**src/rtl/instruction_fetch_unit.sv**
```systemverilog
// Instruction fetch unit: owns the PC, reads a combinational instruction memory
// and queues {pc, instruction} pairs in a 2-entry buffer toward decode.
module instruction_fetch_unit #(
    parameter int                  WORDSIZE         = 64,
    parameter int                  INSTRUCTION_SIZE = 32,
    parameter int                  MEMORY_SIZE      = 1024,
    parameter logic [WORDSIZE-1:0] RESET_PC         = '0
) (
    input  logic                        clk,
    input  logic                        rst_n,
    input  logic                        fetch_enable,
    input  logic                        redirect_valid,
    input  logic [WORDSIZE-1:0]         redirect_pc,
    output logic [WORDSIZE-1:0]         imem_addr,
    input  logic [INSTRUCTION_SIZE-1:0] imem_instruction,
    output logic                        out_valid,
    input  logic                        out_ready,
    output logic [INSTRUCTION_SIZE-1:0] out_instruction,
    output logic [WORDSIZE-1:0]         out_pc,
    output logic                        fault,
    output logic [1:0]                  state
);

    typedef enum logic [1:0] {
        IDLE  = 2'd0,
        FETCH = 2'd1,
        HALT  = 2'd2
    } state_t;

    state_t                      cur_state;
    state_t                      nxt_state;
    logic [WORDSIZE-1:0]         pc;
    logic [WORDSIZE-1:0]         buf_pc  [2];
    logic [INSTRUCTION_SIZE-1:0] buf_ins [2];
    logic                        rd_ptr;
    logic                        wr_ptr;
    logic [1:0]                  count;
    logic                        pop;
    logic                        push;
    logic                        halt_fetch;
    logic                        has_space;
    logic                        in_range;
    logic                        redirect_ok;

    assign imem_addr       = pc >> 2;
    assign in_range        = imem_addr < WORDSIZE'(MEMORY_SIZE);
    assign out_valid       = (count != 2'd0);
    assign pop             = out_valid & out_ready;
    assign has_space       = (count != 2'd2) | pop;
    assign redirect_ok     = (redirect_pc[1:0] == 2'b00);
    assign out_pc          = buf_pc[rd_ptr];
    assign out_instruction = buf_ins[rd_ptr];
    assign state           = cur_state;
    // Tail slot; when full the tail aliases the head, which is only written while it pops.
    assign wr_ptr          = rd_ptr ^ count[0];

    always_ff @(posedge clk or negedge rst_n) begin
        if (!rst_n) begin
            cur_state <= IDLE;
        end else begin
            cur_state <= nxt_state;
        end
    end

    always_comb begin
        nxt_state = cur_state;
        if (redirect_valid) begin
            if (redirect_ok) begin
                nxt_state = fetch_enable ? FETCH : IDLE;
            end else begin
                nxt_state = HALT;
            end
        end else begin
            case (cur_state)
                IDLE:    if (fetch_enable) nxt_state = FETCH;
                FETCH: begin
                    if (!fetch_enable) begin
                        nxt_state = IDLE;
                    end else if (has_space && !in_range) begin
                        nxt_state = HALT;
                    end
                end
                default: nxt_state = HALT;
            endcase
        end
    end

    always_comb begin
        push       = 1'b0;
        halt_fetch = 1'b0;
        if (cur_state == FETCH && fetch_enable && !redirect_valid && has_space) begin
            if (in_range) begin
                push = 1'b1;
            end else begin
                halt_fetch = 1'b1;
            end
        end
    end

    always_ff @(posedge clk or negedge rst_n) begin
        if (!rst_n) begin
            pc         <= RESET_PC;
            fault      <= 1'b0;
            count      <= 2'd0;
            rd_ptr     <= 1'b0;
            buf_pc[0]  <= '0;
            buf_pc[1]  <= '0;
            buf_ins[0] <= '0;
            buf_ins[1] <= '0;
        end else if (redirect_valid) begin
            // Flush wins over any same-cycle pop or push.
            count  <= 2'd0;
            rd_ptr <= 1'b0;
            if (redirect_ok) begin
                pc    <= redirect_pc;
                fault <= 1'b0;
            end else begin
                fault <= 1'b1;
            end
        end else begin
            if (push) begin
                buf_pc[wr_ptr]  <= pc;
                buf_ins[wr_ptr] <= imem_instruction;
                pc              <= pc + WORDSIZE'(4);
            end
            if (halt_fetch) fault <= 1'b1;
            if (pop) rd_ptr <= ~rd_ptr;
            count <= count + {1'b0, push} - {1'b0, pop};
        end
    end

endmodule

```
**config.mk**
```make
export PLATFORM = sky130hd
export DESIGN_NAME = instruction_fetch_unit
export DESIGN_NICKNAME = d
export VERILOG_FILES = /design/src/rtl/instruction_fetch_unit.sv
export SDC_FILE = /design/constraint.sdc
export NUM_CORES = 1
export LEC_CHECK = 0
export CORE_UTILIZATION = 45
export CTS_CLUSTER_DIAMETER = 200
export CTS_CLUSTER_SIZE = 30
export DETAILED_ROUTE_END_ITERATION = 7
export GPL_TIMING_DRIVEN = 0
export PLACE_DENSITY = 0.73
export SETUP_SLACK_MARGIN = 0.15
export SYNTH_ARGS = -nofsm -noshare
export SYNTH_HDL_FRONTEND = slang
export SYNTH_SLANG_ARGS = --single-unit
```
**constraint.sdc**
```tcl
create_clock -name clk -period 2.2 [get_ports clk]
set_input_delay 0.22 -clock clk [delete_from_list [all_inputs] [get_ports clk]]
set_output_delay 0.22 -clock clk [all_outputs]
set_load 0.01 [all_outputs]
```
# [Word-level counts from Yosys, hierarchy flattened]
# Cells that the tools add are included.
[word_totals] wordCells=76 reg_bits=262 out_inout_bits=164 input_bits=101
[op_classes] mux=32 addsub=3 order_cmp=4 n_reduce_logical=16 bitwise_logic=7 eq_ne=5
[ops] cell="two-way mux 64 bit" count=7
[ops] cell="bitwise mux 128 bit" count=1
[ops] cell="two-way mux 32 bit" count=4
[ops] cell="adder 64 x 3 -> 64 bit, second input constant" count=1
[ops] cell="bitwise mux 64 bit" count=1
[ops] cell="demux 64 bit (select 1 bit)" count=1
[ops] cell="less-than comparator 62 x 11 -> 1 bit, second input constant" count=1
[ops] cell="demux 32 bit (select 1 bit)" count=1
[ops] cell="two-way mux 2 bit" count=6
[ops] cell="two-way mux 1 bit" count=10
[ops] cell="nonzero test 2 bit" count=4
[ops] cell="AND reduction 2 bit" count=3
[ops] cell="logical AND 1 bit" count=5
[ops] cell="greater-or-equal comparator 2 bit, second input constant" count=2
[ops] cell="logical NOT 2 bit" count=2
[ops] cell="!= test 4 bit, second input constant" count=1
[ops] cell="NOT 1 -> 2 bit" count=2
[ops] cell="one-hot mux 2 bit (2 select lines)" count=1
[ops] cell="!= test 3 bit, second input constant" count=1
[ops] cell="adder 2 x 1 -> 2 bit" count=1
[ops] cell="equality test 2 x 1 -> 1 bit, second input constant" count=1
[ops] cell="logical NOT 1 bit" count=2
[ops] cell="less-than comparator 2 x 1 -> 1 bit, second input constant" count=1
[ops] cell="!= test 2 x 1 -> 1 bit, second input constant" count=1
[ops] cell="other kinds (6)" count=7

# [Longest topological paths before layout]
[logic_depth] word_depth=8 mapped_depth=11

# [Least setup slack after synthesis]
# OpenSTA, ideal clock, no wires.
[synth_path] path_type="reg2reg" from="register pc[25]" to="register count[0]" path_stages_with_launch=10 required_ps=2068 synth_period_minus_slack_ps=2408 arrival_ps=2276 slack_ps=-208 cell_sequence="dfrtp_1 -> nor4_1 -> nand4_1 -> nor4_4 -> clkbuf_1 -> inv_1 -> ha_1 -> inv_1 -> ha_1 -> nor2b_1"
[synth_via] elab_chain_len=6
[synth_lines] item="from (decl)" line_no="32" rtl="logic [WORDSIZE-1:0] pc;"
[synth_lines] item="from (signal assigned)" line_no="115" rtl="pc <= redirect_pc;"
[synth_lines] item="from (signal assigned)" line_no="124" rtl="pc <= pc + WORDSIZE'(4);"
[synth_lines] item="less-than comparator 62 x 11 -> 1 bit" line_no="46" rtl="assign in_range = imem_addr < WORDSIZE'(MEMORY_SIZE);"
[synth_lines] item="two-way mux 1 bit" line_no="92" rtl="if (in_range) begin"
[synth_lines] item="two-way mux 1 bit" line_no="91" rtl="if (cur_state == FETCH && fetch_enable && !redirect_valid && has_space) begin"
[synth_lines] item="adder 2 x 1 -> 2 bit" line_no="128" rtl="count <= count + {1'b0, push} - {1'b0, pop};"
[synth_lines] item="subtractor 2 x 1 -> 2 bit" line_no="128"
[synth_lines] item="two-way mux 2 bit" line_no="110" rtl="end else if (redirect_valid) begin"
[synth_lines] item="to (signal assigned)" line_no="128"
[synth_lines] item="to (decl)" line_no="37" rtl="logic [1:0] count;"
# No other way between the ends.
# A chain may end at the register's enable or synchronous reset.

# [Worst setup path in the final report]
[layout_path] from="register pc[24]" to="register count[1]"
# The elaborated chain is that of the path after synthesis.

==> flow_summary.toml <==
[floorplanning]
core-area_um2 = 25200
die_w_um = 162
die-area_um2 = 26300
die_h_um = 162
initial_core_util_pct = 45.9
io_pins = 265
rows = 58

[routing]
vias = 8374
route.detailed.drc = 0
firstDrtPassIters = 5
drt_iter0_drc = 613
totalWireLength_mm = 30.9
viasPerCell = 5.15
drt.antenna.violating_nets = 0
wire_per_inst_um = 19.0

[grt]
grt_use_met1_pct = 31.3
grt_max_degree = 103
antenna_found_initial = 6
grt_pass1_vias = 8794
grt_overflow_total = 0
grt-busiest-layer = "met2"
grt_use_met3_pct = 6.33
grt_usage_pct = 23.9
groute.layer.met2.usage_pct = 39.8
grt_first_pass_wirelength_mm = 49.2

[setup_path]
r2r_slack_ns = -0.25
cp.required_ns = 2.56
r2r_start = "pc[24]"
worst_ep_arrival_time_ns = 2.81
cp-start-kind = "flip-flop"
end_kind = "flip-flop"
critPathCapture = "count[1]"
critPathLaunch = "pc[24]"
path_max_fanout = 5
worstRegToRegCells = 12
worstSetupPathType = "reg -> reg"
rr_endpoint = "count[1]"

[clocking]
htree_levels = 1
path_clk_slew_ns = 0.12
insertion_delay_ns = 0.49
root_buffer = "clkbuf_16"
clock_path_buffers = 3
cts_sinks = 262
numCtsBuffers = 12
cts_tree = "yes"

[sta]
slew_viol_final = 0
worst_slack_ns = -0.252
period_share_pct = 111
hold_viol = 0
period_minus_slack_ns = 2.45
tightest_slew_ns = 0.871
clock_skew_ns = 0.0173
finalSetupViolCount = 223
rsz0062_at_grt = "true"
slew_headroom_pct = 41.5
max_clock_freq_mhz = 408
whs_ns = 0.245

[cells_and_area]
area_growth_pct = 42.0
nets = 1398
fin_area_um2 = 16400
utilization_pct = 65.1
drive_gt1_share_pct = 39.2

[logic_synthesis]
synth-seq-area-share_pct = 56.7
netlist_instances = 958
synth_area_um2 = 11600
ys_seq_elements = 262
async_flop_share_pct = 100
synth_cell_types = 49
synth_ff_type = "dfrtp_1"
yosys_warnings = 0
synth-edff-count = 0
syn_avg_cell_area_um2 = 12.1

[outcome]
violations = "negative setup slack"
status = "finished, violations left"

[power_and_ir_drop]
leakage_nw = 8.21
irDropWorstVdd_uv = 539
power_density_nw_per_um2 = 562

[place]
portBuffers = 261
dpl.hpwl_mm = 20.6
gp_congestion = 0.812
postPlaceCellArea_um2 = 14700

[hold_path]
hold_depth = 3
hold_path_class = "in -> reg"

[flow_run]
drv_cap = 0
cells in the mapped netlist, drive strengths merged, types with 2 or more instances:
master / instances / area share (%)
nor2: 32 / 1.0
o32ai: 9 / 0.68
inv: 12 / 0.39
nand4: 9 / 0.49
and2: 110 / 6.0
buf: 81 / 4.9
a311oi: 3 / 0.23
nand2b: 4 / 0.22
nor3b: 3 / 0.19
a21oi: 8 / 0.35
mux2i: 8 / 0.69
and3: 5 / 0.27
mux2: 184 / 18
nor3: 20 / 0.87
or3: 2 / 0.11
nand2: 98 / 3.2
and4: 4 / 0.30
o21ai: 5 / 0.22
xnor2: 3 / 0.23
dfrtp: 262 / 57
nand3: 11 / 0.48
clkbuf: 38 / 1.2
o221a: 3 / 0.29
ha: 3 / 0.32
a2bb2oi: 3 / 0.23
nand4bb: 2 / 0.19
nor4: 19 / 1.2
layout make-up:
| type | instances | area, um2 |
|---|---|---|
| well taps | 330 | 413 |
| clock buffers | 13 | 325 |
| plain buffers | 119 | 1270 |
| fillers | 1940 | 8780 |
| inverters | 12 | 47.5 |
| clock inverters | 1 | 8.76 |
| flip-flops and latches | 262 | 6560 |
| repair buffers | 321 | 3210 |
| multi-input cells | 566 | 4550 |
| diodes | 3 | 7.51 |
cells in the final DEF, fill, tap and decap left out, types with 6 or more instances in the layout:
cell type / n
dfrtp_1: 257
a21oi_1: 8
mux2i_1: 8
and2_4: 40
nor4_2: 6
clkbuf_16: 30
nor4_1: 7
buf_12: 12
buf_6: 27
clkdlybuf4s15_1: 7
buf_16: 6
mux2_2: 175
buf_4: 90
nand3_1: 11
clkbuf_1: 14
buf_8: 15
dlygate4sd2_1: 8
and2_1: 70
o32ai_1: 9
clkdlybuf4s50_1: 164
nand2_1: 97
nor4_4: 6
inv_1: 10
nand4_1: 9
clkbuf_8: 6
nor3_1: 20
nor2_1: 31
buf_2: 59
stage by stage:
stage | cells | setup TNS, ns | setup WS [ns] | power [mW]
final | 1627 | -29.54 | -0.252 | 9.22
after CTS | 1609 | -29.15 | -0.241 | 9.27
after detailed placement | 1552 | -194.58 | -0.933 | 6.65
after global placement | 1550 | -2875.84 | -10.27 | 6.63
after global routing | 1627 | -61.65 | -0.390 | 9.61
after floorplan | 959 | -0.102 | -0.0521 | 5.83
how the worst min path moves through the flow:
stage,from,endpoint,slack (ns)
final,redirect_pc[49],pc[49],0.25
after global routing,redirect_pc[29],pc[29],0.25
after global placement,buf_pc[48],buf_pc[48],0.46
after detailed placement,rst_n,buf_pc[32],0.20
after CTS,redirect_pc[23],pc[23],0.24
after floorplan,rst_n,buf_ins[0],-0.08
flip-flops by register name, summed over array words and instances, names as in the netlist:
| signal | flops |
|---|---|
| pc | 64 |
| count | 2 |
| state | 2 |
| buf_ins | 64 |
| rd_ptr | 1 |
| buf_pc | 128 |
| fault | 1 |
cells by family after synthesis:
kind of cell,after synthesis,share of synthesized area [%]
and+or+nand+nor,324,14.8
DFF,262,56.7
muxes,192,18.6
buffers and inverters,131,6.49
AOI/OAI and AO/OA,41,2.71
xor gates and xnor gates,4,0.303
adders and majority gates,3,0.325
other,1,0.0325
where the power goes:
group          switching (mW)  total, mW  internal [mW]
combinational           0.570       1.42          0.845
sequential              0.257       5.24           4.99
clock                    1.48       2.56           1.08
critical path: stages (launching register included):
cell and delay, ns:
dfrtp_1 0.51, nor4_4 0.25, nand4_1 0.15, buf_6 0.16, nor4_4 0.30, buf_6 0.18, clkbuf_16 0.14, inv_4 0.03
ha_4 0.24, inv_2 0.04, ha_4 0.15, xnor2_2 0.12, nor2_1 0.06
metal layers:
metal | wire length (um) | share of wire, % | vias to the layer above
met5 | 42 | 0.14 | -
met4 | 527 | 1.7 | 6
met3 | 2310 | 7.4 | 47
met2 | 15200 | 49 | 269
met1 | 12900 | 42 | 4187
li1 | - | - | 3865
repair_timing:
action | in CTS | in global routing
buffers inserted | 27 | 14
endpoints found under the setup margin | 320 | 333
pin swaps | 48 | 9
hold buffers | 1 | 0
gates cloned | 15 | 1
gates resized for setup | 535 | 41
endpoints found under the hold margin | 62 | 0
No activity file was read; power rests on OpenSTA's default activity.
